[config.mk]
export PLATFORM = sky130hd
export DESIGN_NAME = arb_rr_8
export DESIGN_NICKNAME = d
export VERILOG_FILES = /design/src/rtl/arb_pkg.sv /design/src/rtl/dec_3_8.sv /design/src/rtl/arb_rr_8.sv
export SDC_FILE = /design/constraint.sdc
export NUM_CORES = 1
export LEC_CHECK = 0
export BUFFER_PORTS_ARGS = -buffer_cell sky130_fd_sc_hd__buf_4
export CAP_MARGIN = 20
export CORE_MARGIN = 5
export CORE_UTILIZATION = 55
export CTS_CLUSTER_SIZE = 25
export DETAILED_ROUTE_END_ITERATION = 7
export PLACE_DENSITY_LB_ADDON = 0.3
export RECOVER_POWER = 25
export SLEW_MARGIN = 15
export SYNTH_ARGS = -nofsm -noshare
export SYNTH_HDL_FRONTEND = slang
export SYNTH_SLANG_ARGS = --single-unit
[constraint.sdc]
create_clock -name clk -period 10.2 [get_ports clk]
set_input_delay 0.51 -clock clk [delete_from_list [all_inputs] [get_ports clk]]
set_output_delay 0.51 -clock clk [all_outputs]
set_load 0.03 [all_outputs]
[src/rtl/arb_pkg.sv]
// arb_pkg: shared sizes, state encoding and priority helper for the round-robin arbiter
package arb_pkg;
  localparam int NREQ = 8;
  localparam int IDX_W = 3;
  localparam int MAX_HOLD_DEF = 255;
  typedef enum logic {IDLE = 1'b0, GRANT = 1'b1} arb_state_t;
  function automatic logic [IDX_W-1:0] first_set(input logic [NREQ-1:0] v);
    first_set = '0;
    for (int i = NREQ - 1; i >= 0; i--) if (v[i]) first_set = IDX_W'(i);
  endfunction
endpackage

[src/rtl/dec_3_8.sv]
// dec_3_8: 3-to-8 active-high one-hot decoder with enable
module dec_3_8 (
  input  logic [2:0] a,
  input  logic       en,
  output logic [7:0] y
);
  assign y = en ? (8'd1 << a) : 8'd0;
endmodule

[src/rtl/arb_rr_8.sv]
// arb_rr_8: 8-way round-robin arbiter, non-preemptive, one idle cycle between grants.
// Define ARB_TIMEOUT_EN to add a watchdog that revokes grants held MAX_HOLD cycles.
module arb_rr_8
  import arb_pkg::*;
#(
  parameter int unsigned MAX_HOLD = MAX_HOLD_DEF
) (
  input  logic             clk,
  input  logic             rst_n,
  input  logic [NREQ-1:0]  req,
  input  logic             done,
  output logic [NREQ-1:0]  gnt,
  output logic [IDX_W-1:0] gnt_idx,
  output logic             gnt_valid,
  output logic             timeout
);
  if (MAX_HOLD < 1 || MAX_HOLD > 255) begin : g_bad_hold
    $error("arb_rr_8: MAX_HOLD must be 1..255");
  end
  arb_state_t       state;
  logic [IDX_W-1:0] ptr, sel;
  logic [NREQ-1:0]  rot;
  logic             rel, expire;
  // rotate req so bit 0 is the requester at ptr, then find the first one upward
  always_comb begin
    for (int i = 0; i < NREQ; i++) rot[i] = req[IDX_W'(ptr + IDX_W'(i))];
    sel = ptr + first_set(rot);
  end
  assign rel = done | ~req[gnt_idx];
  assign gnt_valid = (state == GRANT);
  dec_3_8 u_dec (.a(gnt_idx), .en(gnt_valid), .y(gnt));
`ifdef ARB_TIMEOUT_EN
  logic [7:0] hold;
  assign expire = gnt_valid & ~rel & ((hold + 8'd1) == 8'(MAX_HOLD));
  always_ff @(posedge clk or negedge rst_n) begin
    if (!rst_n) begin
      hold    <= 8'd0;
      timeout <= 1'b0;
    end else begin
      hold    <= gnt_valid ? hold + 8'd1 : 8'd0;
      timeout <= expire;
    end
  end
`else
  assign expire = 1'b0;
  assign timeout = 1'b0;
`endif
  always_ff @(posedge clk or negedge rst_n) begin
    if (!rst_n) begin
      state   <= IDLE;
      ptr     <= '0;
      gnt_idx <= '0;
    end else if (state == IDLE) begin
      if (|req) begin
        gnt_idx <= sel;
        state   <= GRANT;
      end
    end else if (rel | expire) begin
      state <= IDLE;
      ptr   <= gnt_idx + IDX_W'(1);
    end
  end
endmodule

==> flow_summary_export.csv, run 1 <==
group,metric,value,unit
sta,setup_viol,0,
worst_setup_path,crit_family,"adder cells",
logic_synthesis,synth-seq-cells,7,
logic_synthesis,synthCells,104,
sta,rsz0062_at_grt,"no",
power_and_ir_drop,clkPwrFrac,5.0,%
power_and_ir_drop,powerDensity,394,mW/mm^2
floorplan,rows,16,
routing,dr.pass1.iters,4,
floorplan,fp.dieH,55.2,um
clock_network,path_clk_slew,50,ps
logic_synthesis,syn_area,0.00112,mm^2
placed_design,place_hpwl,2040,um
clock_network,numCtsBuffers,3,
routing,route.detailed.drc,0,
placed_design,place_area,0.00128,mm^2
sta,fin_crit_sh,37.3,%
worst_setup_path,start_kind,"flop",
routing,drt_wl_total,2610,um
worst_setup_path,cp_slowest_stage_delay,610,ps
sta,period_needed,3800,ps
clock_network,cts_hold_buffers,0,
floorplan,die_area,0.00305,mm^2
worst_setup_path,worstPathRequired,10370,ps
logic_synthesis,avgSynthCellArea,10.8,um^2
power_and_ir_drop,sequentialPowerShare,17.2,%
logic_synthesis,synth_cell_types,40,
finish,n_antenna_cell,0,
clock_network,root_buffer,"clkbuf_4",
power_and_ir_drop,switching_share,49.6,%
clock_network,post_cts_buffers,0,
power_and_ir_drop,p_int,258,uW
logic_synthesis,async_flop_share,100,%
placed_design,globalplace.congestion,0.803,
global_route,grt_max_degree,13,
sta,slew_violations,0,
sta,hold_viol_final,0,
floorplan,die_w,55.2,um
clock_network,cts_resized,0,
worst_setup_path,path_common_cell,"ha_1",
logic_synthesis,yosys.area.top_type_share,18.0,%
routing,vias_per_cell,6.19,
sta,setup_tns,0,ps
clock_network,cts_tree,"done",
sta,finalClockSkew,1.55,ps
clock_network,clock-sinks,7,
clock_network,clock_latency,250,ps
power_and_ir_drop,vdd_ir_drop_max,0.254,mV
worst_setup_path,critPathKind,"reg -> reg",
logic_synthesis,synth_edf_count,0,
floorplan,ios,24,
routing,drt_iter0_markers,16,
global_route,grtUsageTotal,17.6,%
finish,final_layout_size_suffix_gt1_share,29.8,%
power_and_ir_drop,p_leak,0.000605,uW
logic_synthesis,synth_nets,125,
worst_setup_path,r2r_cells,14,
global_route,antenna_found_initial,0,
finish,nFillCells,164,
floorplan,core-area,0.00196,mm^2
routing,vias,935,
finish,final_util,66.3,%
global_route,gr-total-overflow,0,
routing,drt.antenna.violating_nets,0,
placed_design,port_buffers,22,
worst_setup_path,worstPathCellList,"inv_2 > ha_1 > mux2i_1 > mux4_2 > nand2b_1 > o21ai_1 > nand2_1 > a221oi_1 > ha_1 > inv_1 > fa_1 > xnor2_1 > or3_1 > a31oi_1",
logic_synthesis,yosysSeqAreaShare,15.6,%
global_route,grt_pass1_vias,949,
flow_run,drv_cap,0,
sta,hold-worst-slack,138,ps
worst_setup_path,worstSetupPathDepth,14,
worst_setup_path,end_kind,"flop",
finish,design_area,0.00130,mm^2
worst_setup_path,cp_max_fo,11,
hold_path,worst_hold_path_type,"in -> async",
clock_network,htree_levels,1,
finish,fin_nets,146,
logic_synthesis,ys_top_cells_by_count,"ha_1, mux4_2, nand2_1, dfrtp_1, inv_1",
power_and_ir_drop,power_frac_comb,77.8,%
logic_synthesis,synthTopCellsByArea,"mux4_2, dfrtp_1, mux4_1, ha_1, mux2i_1",
routing,wire_per_inst,17.3,um
logic_synthesis,yosys_warnings,0,
finish,syn_to_final_growth,15.6,%
status,outcome,"complete, no violations",
worst_setup_path,crit_buf_inv,2,
power_and_ir_drop,p_sw,254,uW
clock_network,ctsLongestPathBuffers,2,
logic_synthesis,ys.flop_type,"dfrtp_1",
worst_setup_path,crit_slowest_cell,"dfrtp_1",
worst_setup_path,arrival,3980,ps
floorplan,initial_core_util,57.3,%
logic_synthesis,yosysTopAreaCell,"mux4_2",
sta,worstMarginPinSlew,539,ps
sta,fmax,263,MHz
global_route,grt_pass1_wl,4380,um
sta,relSlewSlack,64.1,%
==> metal layers <==
layer | vias up | share of wire (%) | GRT usage [%]
li1 | 438 | - | -
met1 | 465 | 42 | 21.9
met2 | 26 | 53 | 30.9
met3 | 6 | 3.9 | 2.10
met4 | 0 | 1.8 | 6.94
met5 | - | 0 | 0
==> metrics by stage <==
| stage | total power (uW) | std cells | worst slack (ps) |
|---|---|---|---|
| 5_1_grt | 556 | 151 | 6140 |
| 3_3_place_gp | 474 | 147 | 6510 |
| 2_1_floorplan | 407 | 104 | 6840 |
| 6_report | 512 | 151 | 6400 |
| 4_1_cts | 512 | 151 | 6390 |
| 3_5_place_dp | 484 | 147 | 6400 |
==> layout make-up <==
| type | count | area, um^2 | area share, % |
|---|---|---|---|
| inverter | 8 | 30.0 | 2.31 |
| sequential | 7 | 175 | 13.5 |
| timing repair buffer | 22 | 161 | 12.4 |
| clock buffer | 4 | 26.3 | 2.02 |
| multi-input combinational | 83 | 873 | 67.2 |
| tap | 27 | 33.8 | 2.60 |
==> power by group through the flow <==
stage | clock network, uW | logic (uW) | registers, uW
2_1_floorplan | 0 | 331 | 76.3
6_report | 25.7 | 398 | 88.1
3_5_place_dp | 0 | 395 | 89.0
5_1_grt | 26.9 | 435 | 94.1
4_1_cts | 25.4 | 398 | 88.6
3_3_place_gp | 0 | 387 | 86.6
==> kinds of logic (layout without fill, tap and decap cells) <==
logic type	count (synthesis)	after routing	share of synthesized area (%)
and+or+nand+nor	30	30	14.8
muxes	23	23	39.0
AOI/OAI and AO/OA	15	15	8.57
buffers and inverters	14	34	6.78
adders and majority gates	10	10	11.8
DFF	7	7	15.6
xor gates and xnor gates	4	4	3.12
other	1	1	0.333
==> worst paths after layout <==
path	endpoint	slack (ps)	startpoint
worst min register to register	ptr[0]	670	gnt_idx[0]
worst max register to register	gnt_idx[2]	6400	ptr[0]
max in group asynchronous	gnt_valid	9800	rst_n
worst min-delay path	gnt_idx[1]	140	rst_n
worst max-delay path	gnt_idx[2]	6400	ptr[0]
min in group clk	gnt_valid	530	done
==> worst register-to-register path, stage by stage (launching register included) <==
cell	delay (ps)
dfrtp_1	610
inv_2	160
ha_1	480
mux2i_1	180
mux4_2	470
nand2b_1	150
o21ai_1	70
nand2_1	60
a221oi_1	270
ha_1	200
inv_1	50
fa_1	370
xnor2_1	150
or3_1	330
a31oi_1	180
==> registers in the layout (all words and copies together), names as in the netlist <==
name	count
gnt_idx	3
ptr	3
gnt_valid	1
==> layout by cell type (no fill, tap or decap), types with 2 or more instances in the layout <==
master,synthesis,layout
buf_4,2,21
mux4_2,9,9
ha_1,9,9
nand2_1,8,8
inv_1,7,7
dfrtp_1,7,7
mux2i_1,6,6
and3_1,6,6
mux4_1,5,5
nor2_1,5,5
o21ai_0,4,4
a21oi_1,3,3
clkbuf_4,0,3
xor2_1,2,2
xnor2_1,2,2
and2_1,2,2
nor4_1,2,2
clkbuf_1,1,2
Power figures use the tool's default switching activity.
==> run 2, diff against run 1 <==
CORE_UTILIZATION = 49   (was 55)
clock period = 3.3 ns   (was 10.2 ns; I/O delays follow)
==> run 2 against run 1 <==
Compared with the run above:
- maximum frequency increased by 21%
- clock-buffer cell count unchanged
- worst hold slack improved by 74 ps
- sequential share of layout area decreased by 1.3 points
- worst setup slack got worse by 6200 ps
==> flow_summary_export.csv, run 2 (same netlist as run 1, synthesis figures left out) <==
group,metric,value,unit
sta,finalClockSkew,2.64,ps
global_route,met3_usage,2.67,%
placed_design,place_hpwl,2050,um
finish,design_area,0.00144,mm^2
clock_network,clock_latency,250,ps
clock_network,numCtsBuffers,3,
floorplan,ios,24,
sta,period_needed,3140,ps
floorplan,core-area,0.00221,mm^2
worst_setup_path,arrival,3310,ps
status,outcome,"complete, no violations",
worst_setup_path,start_kind,"flop",
worst_setup_path,critPathLaunch,"ptr[0]",
hold_path,worst_hold_path_type,"in -> reg",
worst_setup_path,reg2reg_from,"ptr[0]",
finish,fin_nets,159,
floorplan,die_area,0.00335,mm^2
finish,final_layout_size_suffix_gt1_share,42.3,%
routing,dr.pass1.iters,4,
hold_path,worstHoldStart,"done",
finish,multi_input_area,900,um^2
sta,relSlewSlack,64.1,%
floorplan,fp.dieH,57.9,um
global_route,use_met2,29.0,%
worst_setup_path,r2r_cells,14,
routing,drt_iter0_markers,7,
global_route,gr-total-overflow,0,
sta,hold_viol_final,0,
sta,fin_crit_sh,95.2,%
hold_path,holdPathStages,3,
floorplan,rows,17,
routing,drt.antenna.violating_nets,0,
worst_setup_path,worstPathCellList,"inv_4 > ha_4 > mux2i_1 > mux4_2 > nand2b_1 > o21ai_1 > nand2_1 > a221oi_2 > ha_2 > inv_1 > fa_2 > xnor2_1 > or3_1 > a31oi_1",
routing,drt_wl_total,2580,um
worst_setup_path,crit_slowest_cell,"mux4_2",
floorplan,initial_core_util,50.8,%
routing,route.detailed.drc,0,
global_route,grt_busiest_layer,"met2",
sta,slew_violations,0,
global_route,antenna_found_initial,0,
finish,nFillCells,180,
routing,wire_per_inst,15.6,um
worst_setup_path,critPathKind,"reg -> reg",
floorplan,die_w,57.9,um
clock_network,htree_levels,1,
placed_design,place_area,0.00138,mm^2
sta,rsz0062_at_grt,"yes",
sta,fmax,318,MHz
worst_setup_path,cp_slowest_stage_delay,450,ps
finish,layout_common_cells,"buf_4, mux4_2, nand2_1, dfrtp_1",
worst_setup_path,end_kind,"flop",
clock_network,path_clk_slew,50,ps
global_route,met1_usage,20.3,%
routing,vias_per_cell,5.96,
clock_network,clock-sinks,7,
global_route,grt_pass1_vias,1035,
finish,regArea,175,um^2
flow_run,drv_cap,0,
finish,n_antenna_cell,0,
sta,setup_viol,0,
finish,layout_commonest_cell,"buf_4",
global_route,grtUsageTotal,16.4,%
sta,worstMarginPinSlew,538,ps
clock_network,ctsLongestPathBuffers,2,
clock_network,cts_tree,"done",
placed_design,globalplace.congestion,0.920,
global_route,grt_max_degree,13,
global_route,grt_pass1_wl,4470,um
placed_design,port_buffers,22,
worst_setup_path,cp_max_fo,5,
finish,syn_to_final_growth,27.8,%
clock_network,root_buffer,"clkbuf_4",
routing,vias,984,
worst_setup_path,worstPathRequired,3470,ps
==> run 2: cell types whose count changed in the layout (fill, tap and decap cells not counted), sizes merged <==
cell | previous run | this run
buf | 21 | 33
dlygate4sd3 | 0 | 1
==> run 2: path summary, 6_finish.rpt <==
| path | end | slack (ps) |
|---|---|---|
| min in group asynchronous | gnt_idx[2] | 340 |
| worst max-delay path | gnt_idx[2] | 160 |
| worst min register to register | ptr[0] | 640 |
| max in group asynchronous | gnt_idx[1] | 2690 |
| worst max register to register | gnt_idx[2] | 160 |
| worst min-delay path | gnt_valid | 210 |
==> run 2: worst max-delay path: cells and delay by family (launching register included) <==
| family | cells | cell delay [ps] |
|---|---|---|
| xor gates and xnor gates | 1 | 130 |
| muxes | 2 | 600 |
| adders and majority gates | 3 | 790 |
| and+or+nand+nor | 3 | 540 |
| DFF | 1 | 400 |
| buffers and inverters | 2 | 90 |
| AOI/OAI and AO/OA | 3 | 500 |
==> run 2: per-layer routing <==
layer	routed length, um	vias to the layer above
met2	1320	26
met1	1120	489
met3	101	4
met5	0	-
met4	31	0
li1	-	465
==> run 2: layout make-up <==
class	instances	area share, %
Timing Repair Buffer	35	18.7
Multi-Input combinational cell	83	62.6
Clock buffer	4	1.83
Sequential cell	7	12.2
Tap cell	28	2.44
Inverter	8	2.26
==> run 2: repair_timing <==
item | 4_1_cts | 5_1_grt
gates resized for setup | 0 | 9
setup buffers | 0 | 1
hold buffers | 1 | 0
endpoints found under the setup margin | 0 | 1
endpoints found under the hold margin | 7 | 0
==> run 2: stage by stage <==
| step | std cells | setup WS (ps) | util, % | setup TNS (ps) | hold slack, ps |
|---|---|---|---|---|---|
| floorplan | 104 | 4.99 | - | 0 | -131 |
| global placement | 159 | 121 | 62.2 | 0 | -18.2 |
| detailed placement | 159 | 32.3 | 62.2 | 0 | -17.9 |
| CTS | 164 | 9.02 | 63.8 | 0 | 210 |
| global route | 165 | -43.7 | 65.0 | -43.7 | 221 |
| finish | 165 | 159 | 65.0 | 0 | 212 |
Power of run 2 is not shown: default switching activity piles up to over one toggle a cycle in this logic, so the estimate is an artifact.
